File: src/rtl/clk_div_pkg.sv
// Shared constants for the programmable clock divider: default sizing and the
// encoding of the output-select input.
package clk_div_pkg;

  localparam int unsigned DEFAULT_WIDTH = 32'd8;
  localparam int unsigned DEFAULT_DIV   = 32'd255;

  typedef enum logic {
    MODE_SQUARE = 1'b0,
    MODE_PULSE  = 1'b1
  } out_mode_e;

endpackage

File: src/rtl/prog_clk_div_if.sv
// Control and status bundle of the programmable clock divider.
interface prog_clk_div_if
  import clk_div_pkg::*;
#(
  parameter int unsigned WIDTH = DEFAULT_WIDTH
);

  logic             en;
  logic             load;
  logic [WIDTH-1:0] div_in;
  logic             pulse_mode;
  logic             tick;
  logic             o;
  logic [WIDTH-1:0] count;
  logic [WIDTH-1:0] div_q;

  modport master (
    output en, load, div_in, pulse_mode,
    input  tick, o, count, div_q
  );

  modport slave (
    input  en, load, div_in, pulse_mode,
    output tick, o, count, div_q
  );

endinterface

File: src/rtl/div_counter.sv
// Enabled up-counter that wraps to zero when it reaches the active divisor;
// tc flags the terminal count combinationally for the owning register stage.
module div_counter
  import clk_div_pkg::*;
#(
  parameter int unsigned WIDTH = DEFAULT_WIDTH
) (
  input  logic             clk,
  input  logic             reset,
  input  logic             en,
  input  logic             load,
  input  logic [WIDTH-1:0] div,
  output logic [WIDTH-1:0] cnt,
  output logic             tc
);

  logic [WIDTH-1:0] cnt_r;

  // Terminal count compare against the active divisor
  assign tc  = (cnt_r == div);
  assign cnt = cnt_r;

  // Count register: only the terminal compare may return it to zero while counting
  always_ff @(posedge clk) begin
    if (!reset) begin
      cnt_r <= {WIDTH{1'b0}};
    end else if (load) begin
      cnt_r <= {WIDTH{1'b0}};
    end else if (en) begin
      if (tc) begin
        cnt_r <= {WIDTH{1'b0}};
      end else begin
        cnt_r <= cnt_r + WIDTH'(1'b1);
      end
    end else begin
      cnt_r <= cnt_r;
    end
  end

endmodule

File: src/rtl/prog_clk_div.sv
// Programmable clock divider: tick every D+1 enabled cycles and a 50% square
// wave of period 2(D+1); o selects between them without touching any state.
module prog_clk_div
  import clk_div_pkg::*;
#(
  parameter int unsigned WIDTH       = clk_div_pkg::DEFAULT_WIDTH,
  parameter int unsigned DEFAULT_DIV = clk_div_pkg::DEFAULT_DIV
) (
  input  logic           clk,
  input  logic           reset,
  prog_clk_div_if.slave  bus
);

  logic [WIDTH-1:0] div_reg;
  logic [WIDTH-1:0] cnt;
  logic             tc;
  logic             sq;
  logic             tick_r;
  logic             o_s;

  div_counter #(
    .WIDTH (WIDTH)
  ) u_div_counter (
    .clk   (clk),
    .reset (reset),
    .en    (bus.en),
    .load  (bus.load),
    .div   (div_reg),
    .cnt   (cnt),
    .tc    (tc)
  );

  // Divisor, square-wave and tick registers; load leaves the square phase alone
  always_ff @(posedge clk) begin
    if (!reset) begin
      div_reg <= WIDTH'(DEFAULT_DIV);
      sq      <= 1'b0;
      tick_r  <= 1'b0;
    end else if (bus.load) begin
      div_reg <= bus.div_in;
      sq      <= sq;
      tick_r  <= 1'b0;
    end else if (bus.en) begin
      div_reg <= div_reg;
      sq      <= sq ^ tc;
      tick_r  <= tc;
    end else begin
      div_reg <= div_reg;
      sq      <= sq;
      tick_r  <= 1'b0;
    end
  end

  // Output select: the only non-registered output, a single mux of two flops
  always_comb begin
    o_s = sq;
    if (bus.pulse_mode == MODE_PULSE) begin
      o_s = tick_r;
    end else begin
      o_s = sq;
    end
  end

  assign bus.o     = o_s;
  assign bus.tick  = tick_r;
  assign bus.count = cnt;
  assign bus.div_q = div_reg;

endmodule

File: src/flat_wrapper.sv
// flat-port wrapper written by rule: the top's interface ports become plain ports
module prog_clk_div_flat import clk_div_pkg::*;
#(
  parameter int unsigned WIDTH       = clk_div_pkg::DEFAULT_WIDTH,
  parameter int unsigned DEFAULT_DIV = clk_div_pkg::DEFAULT_DIV
)
  (clk, reset, bus_en, bus_load, bus_div_in, bus_pulse_mode, bus_tick, bus_o, bus_count, bus_div_q);
  prog_clk_div_if #(.WIDTH(WIDTH)) bus_i ();
  input  logic clk;
  input  logic reset;
  input wire logic [$bits(bus_i.en)-1:0] bus_en;
  input wire logic [$bits(bus_i.load)-1:0] bus_load;
  input wire logic [$bits(bus_i.div_in)-1:0] bus_div_in;
  input wire logic [$bits(bus_i.pulse_mode)-1:0] bus_pulse_mode;
  output wire logic [$bits(bus_i.tick)-1:0] bus_tick;
  output wire logic [$bits(bus_i.o)-1:0] bus_o;
  output wire logic [$bits(bus_i.count)-1:0] bus_count;
  output wire logic [$bits(bus_i.div_q)-1:0] bus_div_q;
  assign bus_i.en = bus_en;
  assign bus_i.load = bus_load;
  assign bus_i.div_in = bus_div_in;
  assign bus_i.pulse_mode = bus_pulse_mode;
  assign bus_tick = bus_i.tick;
  assign bus_o = bus_i.o;
  assign bus_count = bus_i.count;
  assign bus_div_q = bus_i.div_q;
  prog_clk_div #(.WIDTH(WIDTH), .DEFAULT_DIV(DEFAULT_DIV)) u_core (.clk(clk), .reset(reset), .bus(bus_i));
endmodule
File: config.mk
export PLATFORM = sky130hd
export DESIGN_NAME = prog_clk_div_flat
export DESIGN_NICKNAME = d
export VERILOG_FILES = /design/src/rtl/clk_div_pkg.sv /design/src/rtl/prog_clk_div_if.sv /design/src/rtl/div_counter.sv /design/src/rtl/prog_clk_div.sv /design/src/flat_wrapper.sv
export SDC_FILE = /design/constraint.sdc
export NUM_CORES = 1
export LEC_CHECK = 0
export ABC_AREA = 1
export ABC_CLOCK_PERIOD_IN_PS = 2100
export BUFFER_PORTS_ARGS = -buffer_cell sky130_fd_sc_hd__buf_2
export CAP_MARGIN = 10
export CORE_UTILIZATION = 51
export CTS_CLUSTER_SIZE = 10
export DETAILED_ROUTE_END_ITERATION = 8
export HOLD_SLACK_MARGIN = 0.12
export PLACE_DENSITY = 0.81
export SLEW_MARGIN = 0
export SYNTH_ARGS = -nofsm -noshare
export SYNTH_HDL_FRONTEND = slang
export SYNTH_HIERARCHICAL = 1
export SYNTH_SLANG_ARGS = --single-unit
File: constraint.sdc
create_clock -name clk -period 2.1 [get_ports clk]
set_input_delay 0.42 -clock clk [delete_from_list [all_inputs] [get_ports clk]]
set_output_delay 0.42 -clock clk [all_outputs]
set_load 0.005 [all_outputs]
## Yosys cells after proc, flatten, opt, wreduce, memory -nomap -nowiden

Cells that the tools add are included.

| operators by class | value |
|---|---|
| $add $sub $neg | 1 |
| equality and inequality tests | 1 |
| muxes and demuxes | 2 |
| bitwise gates (word level) | 4 |
| reduce and logical (&&, ||, !) cells | 3 |

Operators by type and width:

| kind | count |
|---|---|
| $add 8x1->8 const B | 1 |
| $eq 8x8->1 | 1 |
| $mux 8 | 1 |
| $not 1->1 | 3 |
| $reduce_or 3->1 | 1 |
| $reduce_and 2->1 | 1 |
| $reduce_or 2->1 | 1 |
| $mux 1 | 1 |
| $xor 1x1->1 | 1 |

| storage, ports and cells | value |
|---|---|
| register bits after elaboration | 18 |
| input port bits | 13 |
| output and inout bits | 18 |
| word-level logic and storage cells | 15 |

## Depth between registers and ports, before layout

Gate-level depths: netlist of the first run.

| depth | value |
|---|---|
| depth after elaboration | 2 |
| depth in mapped cells | 9 |
| depth with buffers taken out | 9 |

## Hierarchy

Netlist of the first run, hierarchy kept.

Modules (own cells, without submodules):

| module | times used | cells each | area each (um2) | sequential area each (um2) |
|---|---|---|---|---|
| div_counter | 1 | 81 | 518.0 | 160.2 |
| prog_clk_div | 1 | 47 | 370.4 | 200.2 |

## Worst setup path after synthesis of the first run

Ideal clock, no wire load.

| timing | value |
|---|---|
| kind | flip-flop to flip-flop |
| start point | register u_core.u_div_counter.cnt_r[5], in the netlist u_core/u_div_counter/cnt[5] |
| end point | register u_core.sq |
| library setup time | 0.064 ns |
| arrival time | 1.221 ns |
| data required time | 2.036 ns |
| setup slack | 0.815 ns |
| stages on the path, launching flop included | 9 |
| path buffers | 0 |
| period minus slack after synthesis | 1.285 ns |
| cell sequence | dfxtp_1 nand2_1 nand2_1 nand2_1 nor4_1 nand2_1 nor2_2 nor2_1 nor2_1 |

| between the ends | value |
|---|---|
| longest elaborated chain between the ends | 2 |

Ends and longest elaborated chain:

| element | line | text |
|---|---|---|
| start, declared | div_counter.sv:17 | `logic [WIDTH-1:0] cnt_r;` |
| start signal, assigned | div_counter.sv:26 | `cnt_r <= {WIDTH{1'b0}};` |
| start signal, assigned | div_counter.sv:28 | `cnt_r <= {WIDTH{1'b0}};` |
| start signal, assigned | div_counter.sv:31 | `cnt_r <= {WIDTH{1'b0}};` |
| $eq 8x8->1 | div_counter.sv:20 | `assign tc = (cnt_r == div);` |
| named net u_core.tc | prog_clk_div.sv:16 | `logic tc;` |
| $xor 1x1->1 | prog_clk_div.sv:45 | `sq <= sq ^ tc;` |
| end signal, assigned | prog_clk_div.sv:41 | `sq <= sq;` |
| end signal, assigned | prog_clk_div.sv:45 |  |
| end signal, assigned | prog_clk_div.sv:49 | `sq <= sq;` |
| end, declared | prog_clk_div.sv:17 | `logic sq;` |

The timed path passes the listed nets, and every way through them passes these cells.
A chain may end at the register's enable or synchronous reset.

## Worst setup path after layout of the first run

Ends and elaborated chain as after synthesis.

==> flow_summary.json, run 1 <==
{
  "arrival_ps": 1710,
  "hold_viol": 0,
  "finalClockSkew_ps": 0.977,
  "slew_viol_final": 0,
  "grt_max_degree": 13,
  "vdd_drop_max_mv": 0.653,
  "cts-root-buf": "clkbuf_4",
  "io_pins": 31,
  "die-area_um2": 1910,
  "syn_nets": 142,
  "leakage_uw": 0.000538,
  "switching_share_pct": 25.0,
  "yosys_register_bits": 18,
  "routed_wl_um": 1940,
  "syn_avg_cell_area_um2": 6.94,
  "total_power_uw": 658,
  "postCtsHoldBufs": 0,
  "critPathLaunchType": "flip-flop",
  "grt_pass1_vias": 761,
  "antenna_cells": 0,
  "max-cap-violations": 0,
  "slew_headroom_pct": 75.3,
  "synth.cell_area_um2": 888,
  "period_needed_ps": 1460,
  "htreeDepth": 1,
  "cp-end-kind": "flip-flop",
  "synth_top_area_cell": "dfxtp_1",
  "clk_latency_ps": 300,
  "vias_per_cell": 4.94,
  "drtAntennaViolNets": 0,
  "critPathCapture": "u_core/sq",
  "power_frac_clock_pct": 32.9,
  "rr_worst_depth": 8,
  "core_area_um2": 1560,
  "p_per_area_nw_per_um2": 611,
  "die_x_um": 43.7,
  "cts_inserted_buffers": 3,
  "reg2reg_from": "u_core/u_div_counter/cnt[5]",
  "grt_pass1_wl_um": 3180,
  "final_common_cell": "nand2_1",
  "postLayoutCoreUtil_pct": 69.0,
  "crit_required_ps": 2340,
  "antenna_found_initial": 0,
  "drive_above_1_share_pct": 26.3,
  "fmax_mhz": 683,
  "cts_tree": "done",
  "hold_path.class": "primary input to flip-flop",
  "power_frac_comb_pct": 11.3,
  "synth_top_area_share_pct": 40.6,
  "cts_setup_buffers": 0,
  "p_sw_uw": 164,
  "synth.area.top_cells": "dfxtp_1 41%, nand2_1 19%, inv_1 6.3%",
  "p_int_uw": 494,
  "r2r_end": "u_core/sq",
  "dp_hpwl_um": 1440,
  "synth_cell_types": 21,
  "firstDrtPassIters": 6,
  "wire_per_inst_um": 11.0,
  "via_count": 869,
  "worst_pin_slew_ps": 366,
  "setup_tns_ps": 0,
  "numPortBuffers": 30,
  "overflow": 0,
  "netlist_instances": 128,
  "ff2ff_setup_slack_ps": 640,
  "worstSetupStartpoint": "u_core/u_div_counter/cnt[5]",
  "die_h_um": 43.7,
  "power.share.sequential_pct": 55.9,
  "critical_path_class": "flip-flop to flip-flop",
  "violations": "DRC",
  "grt_setup_unrepaired": "no",
  "rows": 14,
  "clkTransAtPathRegs_ps": 100,
  "drtIter0Drc": 34,
  "cts_sinks": 18,
  "finalNetCount": 175,
  "status": "complete, but fails checks",
  "gp_congestion": 0.776,
  "fin_crit_sh_pct": 69.7,
  "critPathMaxFanout": 6,
  "syn2layout_area_growth_pct": 21.1,
  "yosysWarnings": 6,
  "layout_common_cells": "45 x nand2_1, 30 x buf_2, 18 x dfxtp_1",
  "setup_viol": 0,
  "start_util_pct": 57.0,
  "track_usage_pct": 22.9,
  "fill_cells": 132,
  "ctsResizeCount": 0,
  "ys_seq_area_share_pct": 40.6,
  "clock_path_buffers": 2,
  "whs_ps": 324,
  "drcViolationCount": 1
}
## through the flow
step	cell area, um2	worst slack, ps	instances
after floorplan	888	815	128
after global placement	1040	731	172
after detailed placement	1040	657	172
after CTS	1080	652	176
after global routing	1080	456	176
final	1080	637	176
## worst min-delay path by stage
stage	startpoint	end	depth (start not counted)	slack (ps)
floorplan	u_core/sq	u_core/sq	2	480
global placement	u_core/bus.div_q[6]	u_core/bus.div_q[6]	2	480
detailed placement	u_core/bus.div_q[6]	u_core/bus.div_q[6]	2	490
CTS	bus_div_in[4]	u_core/bus.div_q[4]	3	310
global route	bus_div_in[6]	u_core/bus.div_q[6]	3	330
finish	bus_div_in[4]	u_core/bus.div_q[4]	3	320
## critical path, stage by stage, from the launching register on
cell	delay, ps
dfxtp_1	450
nand2_1	90
nand2_1	70
nand2_1	60
nor4_1	370
nand2_1	150
nor2_2	100
nor2_1	40
nor2_1	80
## power groups by stage
stage / Clock (uW) / Sequential, uW / Combinational, uW
CTS: 222 / 368 / 74.5
finish: 216 / 368 / 74.1
floorplan: 0 / 374 / 43.1
global placement: 0 / 375 / 72.5
detailed placement: 0 / 376 / 73.9
global route: 236 / 370 / 86.1
## per-layer routing
metal	routed length [um]	GRT usage, %
met1	852	27.9
met3	117	7.08
met5	0	0
met2	952	35.8
met4	20	12.5
## synth_stat cells (all sizes together)
master / count
nand3: 12
xnor2: 4
o21ai: 3
dfxtp: 18
and3b: 1
nor4: 1
inv: 16
nor2: 17
buf: 2
nand4: 1
xor2: 4
nor3b: 1
a21oi: 1
ha: 1
nand2: 46
## state kept, by name (all words and copies together), names as in the netlist
name,count
u_core/u_div_counter/cnt,8
u_core/sq,1
u_core/bus.tick,1
u_core/bus.div_q,8
## cell type report
type	count	area [um2]	area share [%]
multi-input combinational	92	449	41.7
sequential	18	360	33.5
timing repair buffer	30	150	14.0
inverter	16	60.1	5.58
clock buffer	4	36.3	3.37
tap	16	20.0	1.86
## cells by family after synthesis
| kind of cell | after synthesis | share of synthesized area [%] |
|---|---|---|
| xor gates and xnor gates | 8 | 7.89 |
| buffers and inverters | 18 | 8.87 |
| DFF | 18 | 40.6 |
| and+or+nand+nor | 79 | 39.0 |
| AOI/OAI and AO/OA | 4 | 2.25 |
| adders and majority gates | 1 | 1.41 |
(Power assumes the default switching activity.)
==> run 2: changes to the inputs <==
--- a/config.mk
+++ b/config.mk
@@ -6,14 +6,14 @@
 export NUM_CORES = 1
 export LEC_CHECK = 0
 export ABC_AREA = 1
-export ABC_CLOCK_PERIOD_IN_PS = 2100
+export ABC_CLOCK_PERIOD_IN_PS = 1200
 export BUFFER_PORTS_ARGS = -buffer_cell sky130_fd_sc_hd__buf_2
 export CAP_MARGIN = 10
-export CORE_UTILIZATION = 51
+export CORE_UTILIZATION = 43
 export CTS_CLUSTER_SIZE = 10
 export DETAILED_ROUTE_END_ITERATION = 8
 export HOLD_SLACK_MARGIN = 0.12
-export PLACE_DENSITY = 0.81
+export PLACE_DENSITY = 0.73
 export SLEW_MARGIN = 0
 export SYNTH_ARGS = -nofsm -noshare
 export SYNTH_HDL_FRONTEND = slang
==> constraint.sdc (replaced) <==
create_clock -name clk -period 1.2 [get_ports clk]
set_input_delay 0.24 -clock clk [delete_from_list [all_inputs] [get_ports clk]]
set_output_delay 0.24 -clock clk [all_outputs]
set_load 0.005 [all_outputs]
==> flow_summary.json, run 2 (synthesized netlist as in run 1, its figures left out) <==
{
  "worst_path_max_delay_cell": "dfxtp_2",
  "path_delay_family": "simple AND/OR/NAND/NOR gates",
  "numPortBuffers": 30,
  "finalNetCount": 195,
  "total_power_uw": 1210,
  "track_usage_pct": 20.6,
  "die_h_um": 47.5,
  "clk_latency_ps": 290,
  "via_count": 943,
  "start_util_pct": 45.7,
  "firstDrtPassIters": 4,
  "wire_per_inst_um": 10.6,
  "vias_per_cell": 4.56,
  "grt_max_degree": 13,
  "rows": 16,
  "dp_slack_ps": -96.9,
  "grt_setup_unrepaired": "yes",
  "p_per_area_nw_per_um2": 912,
  "status": "complete, but fails checks",
  "final_common_cell": "nand2_1",
  "slew_viol_final": 0,
  "hold_depth": 3,
  "fin_crit_sh_pct": 111,
  "r2r_end": "u_core/sq",
  "dpl-instance-area_um2": 1200,
  "hp-start": "bus_div_in[7]",
  "leakage_uw": 0.000656,
  "cts_sinks": 18,
  "cts_tree": "done",
  "slowest_delay_ps": 350,
  "slew_headroom_pct": 82.0,
  "reg2reg_from": "u_core/u_div_counter/cnt[7]",
  "routed_wl_um": 2190,
  "hold_viol": 0,
  "period_needed_ps": 1340,
  "critical_path_class": "flip-flop to flip-flop",
  "drcViolationCount": 0,
  "grt_pass1_wl_um": 3260,
  "clock_path_buffers": 2,
  "drive_above_1_share_pct": 44.4,
  "final_cell_area_um2": 1330,
  "path_common_cell": "nand2_1",
  "core_area_um2": 1940,
  "cts-root-buf": "clkbuf_4",
  "vdd_drop_max_mv": 0.802,
  "clkTransAtPathRegs_ps": 110,
  "crit_required_ps": 1440,
  "critPathBufInv": 1,
  "arrival_ps": 1580,
  "drtIter0Drc": 17,
  "grt_pass1_vias": 802,
  "cts_inserted_buffers": 3,
  "die-area_um2": 2250,
  "fmax_mhz": 749,
  "layout_common_cells": "44 x nand2_1, 29 x buf_2, 20 x buf_4",
  "syn2layout_area_growth_pct": 49.3,
  "setup_ws_ps": -135,
  "worst_pin_slew_ps": 270,
  "hold_path.class": "primary input to flip-flop",
  "htreeDepth": 1,
  "hold_path_end": "u_core/bus.div_q[7]",
  "die_x_um": 47.5,
  "antenna_found_initial": 0,
  "rr_worst_depth": 9,
  "critPathLaunchType": "flip-flop",
  "violations": "setup timing",
  "dp_hpwl_um": 1590,
  "max-cap-violations": 0,
  "finalClockSkew_ps": 1.44,
  "whs_ps": 144,
  "path_cells": "inv_1 > nand2_1 > nand2_1 > nand2_1 > nor4_4 > nand2_1 > nor2_2 > nor2_1 > nor2_1",
  "antenna_cells": 0,
  "drtAntennaViolNets": 0,
  "cp-end-kind": "flip-flop",
  "setup_viol": 10,
  "io_pins": 31,
  "overflow": 0,
  "critPathMaxFanout": 4,
  "ff2ff_setup_slack_ps": -140,
  "gp_congestion": 0.725
}
-- run 2: worst max-delay path by stage --
stage / start / cells past startpoint / slack [ps] / endpoint
6_report: u_core/u_div_counter/cnt[7] / 9 / -140 / u_core/sq
5_1_grt: u_core/u_div_counter/cnt[4] / 9 / -230 / u_core/sq
4_1_cts: u_core/bus.div_q[6] / 7 / -110 / u_core/sq
3_5_place_dp: u_core/u_div_counter/cnt[1] / 7 / -100 / u_core/bus.tick
3_3_place_gp: u_core/u_div_counter/cnt[6] / 5 / -70 / u_core/bus.tick
2_1_floorplan: u_core/bus.div_q[6] / 7 / 10 / u_core/sq
-- run 2: through the flow --
stage	util, %	cells	TNS, ps
3_5_place_dp	61.9	201	-182
3_3_place_gp	61.9	201	-107
4_1_cts	65.5	207	-265
5_1_grt	68.3	207	-1040
2_1_floorplan	-	128	0
6_report	68.3	207	-346
-- run 2: power by group --
group | switching (uW) | internal (uW)
Clock | 204 | 185
Sequential | 20.0 | 619
Combinational | 90.6 | 92.1
-- run 2: timing repair --
action / 4_1_cts / 5_1_grt
gates resized for setup: 9 / 10
hold buffers: 0 / 0
buffers inserted: 2 / 0
pin swaps: 6 / 7
setup endpoints to repair: 4 / 11
-- run 2: metal layers --
| metal | global-route usage [%] | vias up | wire (um) |
|---|---|---|---|
| li1 | - | 498 | - |
| met1 | 25.5 | 426 | 1010 |
| met2 | 35.3 | 17 | 1100 |
| met3 | 3.40 | 2 | 68 |
| met4 | 8.57 | 0 | 13 |
| met5 | 0 | - | 0 |
-- run 2: layout make-up --
| cell class | instances | area, um2 |
|---|---|---|
| Fill cell | 180 | 616 |
| Multi-Input combinational cell | 92 | 512 |
| Sequential cell | 18 | 378 |
| Timing Repair Buffer | 50 | 307 |
| Inverter | 16 | 60.1 |
| Clock buffer | 4 | 36.3 |
| Tap cell | 27 | 33.8 |
-- run 2: worst register-to-register path, cell delays in order, from the launching register on --
cell and delay, ps:
dfxtp_2 350, inv_1 60, nand2_1 50, nand2_1 50, nand2_1 100, nor4_4 300
nand2_1 140, nor2_2 120, nor2_1 40, nor2_1 80
==> run 3: changes to the inputs <==
--- a/config.mk
+++ b/config.mk
@@ -14,6 +14,7 @@
 export DETAILED_ROUTE_END_ITERATION = 8
 export HOLD_SLACK_MARGIN = 0.12
 export PLACE_DENSITY = 0.73
+export SETUP_SLACK_MARGIN = 0.02
 export SLEW_MARGIN = 0
 export SYNTH_ARGS = -nofsm -noshare
 export SYNTH_HDL_FRONTEND = slang
==> flow_summary.json, run 3 (synthesized netlist as in run 1, its figures left out) <==
{
  "status": "complete, but fails checks",
  "violations": "setup timing",
  "overflow": 0,
  "dp_slack_ps": -114,
  "fmax_mhz": 743,
  "worstSetupStartpoint": "u_core/u_div_counter/cnt[3]",
  "cp_num_cells": 7,
  "via_count": 972,
  "place_inst": 200,
  "slew_headroom_pct": 78.5,
  "multi_input_comb_area_um2": 537,
  "gp_congestion": 0.794,
  "slowest_delay_ps": 370,
  "switching_share_pct": 26.1,
  "die-area_um2": 2250,
  "power_frac_clock_pct": 31.4,
  "drcViolationCount": 0,
  "hold_path.class": "primary input to flip-flop",
  "power.share.sequential_pct": 52.2,
  "dp_hpwl_um": 1660,
  "leakage_uw": 0.000682,
  "cts_tree": "done",
  "rr_worst_depth": 7,
  "r2r_end": "u_core/sq",
  "drtIter0Drc": 18,
  "hold_viol": 0,
  "power_frac_comb_pct": 16.3,
  "grt_max_degree": 13,
  "critPathCapture": "u_core/sq",
  "die_h_um": 47.5,
  "p_int_uw": 902,
  "critPathLaunchType": "flip-flop",
  "setup_viol": 10,
  "cts-root-buf": "clkbuf_4",
  "antenna_cells": 0,
  "critical_path_class": "flip-flop to flip-flop",
  "clk_latency_ps": 300,
  "fin_crit_sh_pct": 112,
  "cts_inserted_buffers": 3,
  "numPortBuffers": 30,
  "vdd_drop_max_mv": 0.823,
  "io_pins": 31,
  "max-cap-violations": 0,
  "vias_per_cell": 4.70,
  "critPathBufInv": 0,
  "final_common_cell": "nand2_1",
  "finalClockSkew_ps": 13.5,
  "firstDrtPassIters": 4,
  "stdcell_count": 207,
  "htreeDepth": 1,
  "clkTransAtPathRegs_ps": 120,
  "hold_depth": 3,
  "rows": 16,
  "reg2reg_from": "u_core/u_div_counter/cnt[3]",
  "setup_ws_ps": -145,
  "cp-end-kind": "flip-flop",
  "path_cells": "xnor2_2 > nand2_2 > nor4_4 > nand2_2 > nor2_2 > nor2_1 > nor2_1",
  "syn2layout_area_growth_pct": 55.9,
  "worst_pin_slew_ps": 321,
  "arrival_ps": 1570,
  "grt_setup_unrepaired": "yes",
  "slew_viol_final": 0,
  "track_usage_pct": 20.1,
  "p_per_area_nw_per_um2": 882,
  "antenna_found_initial": 0,
  "period_needed_ps": 1350,
  "core_area_um2": 1940,
  "wire_per_inst_um": 11.5,
  "worst_path_max_delay_cell": "dfxtp_2",
  "drtAntennaViolNets": 0,
  "die_x_um": 47.5,
  "regArea_um2": 387,
  "clock_path_buffers": 2,
  "fill_cells": 158,
  "crit_required_ps": 1430,
  "routed_wl_um": 2380,
  "finalNetCount": 195,
  "layout_common_cells": "35 x nand2_1, 28 x buf_2, 15 x buf_4",
  "start_util_pct": 45.7,
  "cts_sinks": 18,
  "drive_above_1_share_pct": 56.7,
  "grt_pass1_wl_um": 3130,
  "critPathMaxFanout": 4,
  "ff2ff_setup_slack_ps": -150,
  "p_sw_uw": 319,
  "path_delay_family": "simple AND/OR/NAND/NOR gates",
  "grt_pass1_vias": 771,
  "postCtsHoldBufs": 0
}
-- run 3: changes by cell type in the layout (fill, tap and decap cells not counted), moves of 5 or more --
| cell | change |
|---|---|
| nand2_1 | -9 |
| nand2_2 | +9 |
| buf_6 | +6 |
| buf_4 | -5 |
| dfxtp_1 | -5 |
| nor2_2 | +5 |
-- run 3: metal layers --
| metal | part of all wire [%] | GRT usage [%] | vias up | wire (um) |
|---|---|---|---|---|
| li1 | - | - | 499 | - |
| met1 | 43 | 24.8 | 443 | 1030 |
| met2 | 51 | 35.1 | 28 | 1220 |
| met3 | 4.6 | 5.66 | 2 | 109 |
| met4 | 0.67 | 3.43 | 0 | 16 |
| met5 | 0 | 0 | - | 0 |
-- run 3: worst min path at each step --
stage             startpoint                   to
3_5_place_dp   bus_div_in[2]  u_core/bus.div_q[2]
5_1_grt        bus_div_in[2]  u_core/bus.div_q[2]
3_3_place_gp   bus_div_in[6]  u_core/bus.div_q[6]
4_1_cts        bus_div_in[2]  u_core/bus.div_q[2]
2_1_floorplan  bus_div_in[6]  u_core/bus.div_q[6]
6_report       bus_div_in[5]  u_core/bus.div_q[5]
-- run 3: tightest hold or removal path, delay by kind of cell --
kind | cells | cell delay [ps]
buffers and inverters | 1 | 70
and+or+nand+nor | 2 | 110
-- run 3: cell type report --
| type | count | area share [%] |
|---|---|---|
| multi-input combinational | 92 | 38.8 |
| sequential | 18 | 27.9 |
| timing repair buffer | 50 | 23.9 |
| inverter | 16 | 4.34 |
| clock buffer | 4 | 2.62 |
| tap | 27 | 2.44 |
-- run 3: power by group through the flow --
stage	clock network [uW]	logic [uW]	registers (uW)
floorplan	0	76.5	657
global placement	0	168	652
detailed placement	0	174	653
CTS	386	181	639
global route	423	219	642
finish	384	199	638
-- run 3: per-stage QoR --
step,area (um2),setup TNS (ps),util (%),power (uW),hold slack [ps]
3_5_place_dp,1200,-230,61.7,827,454
4_1_cts,1260,-551,65.1,1210,143
6_report,1390,-754,71.3,1220,143
2_1_floorplan,905,0,-,734,362
3_3_place_gp,1200,-44.2,61.7,820,449
5_1_grt,1390,-1520,71.3,1280,143
-- run 3: timing repair --
action,in CTS,in global routing
resized for setup,8,34
endpoints found under the setup margin,4,17
buffers inserted,1,2
pin swaps,5,9
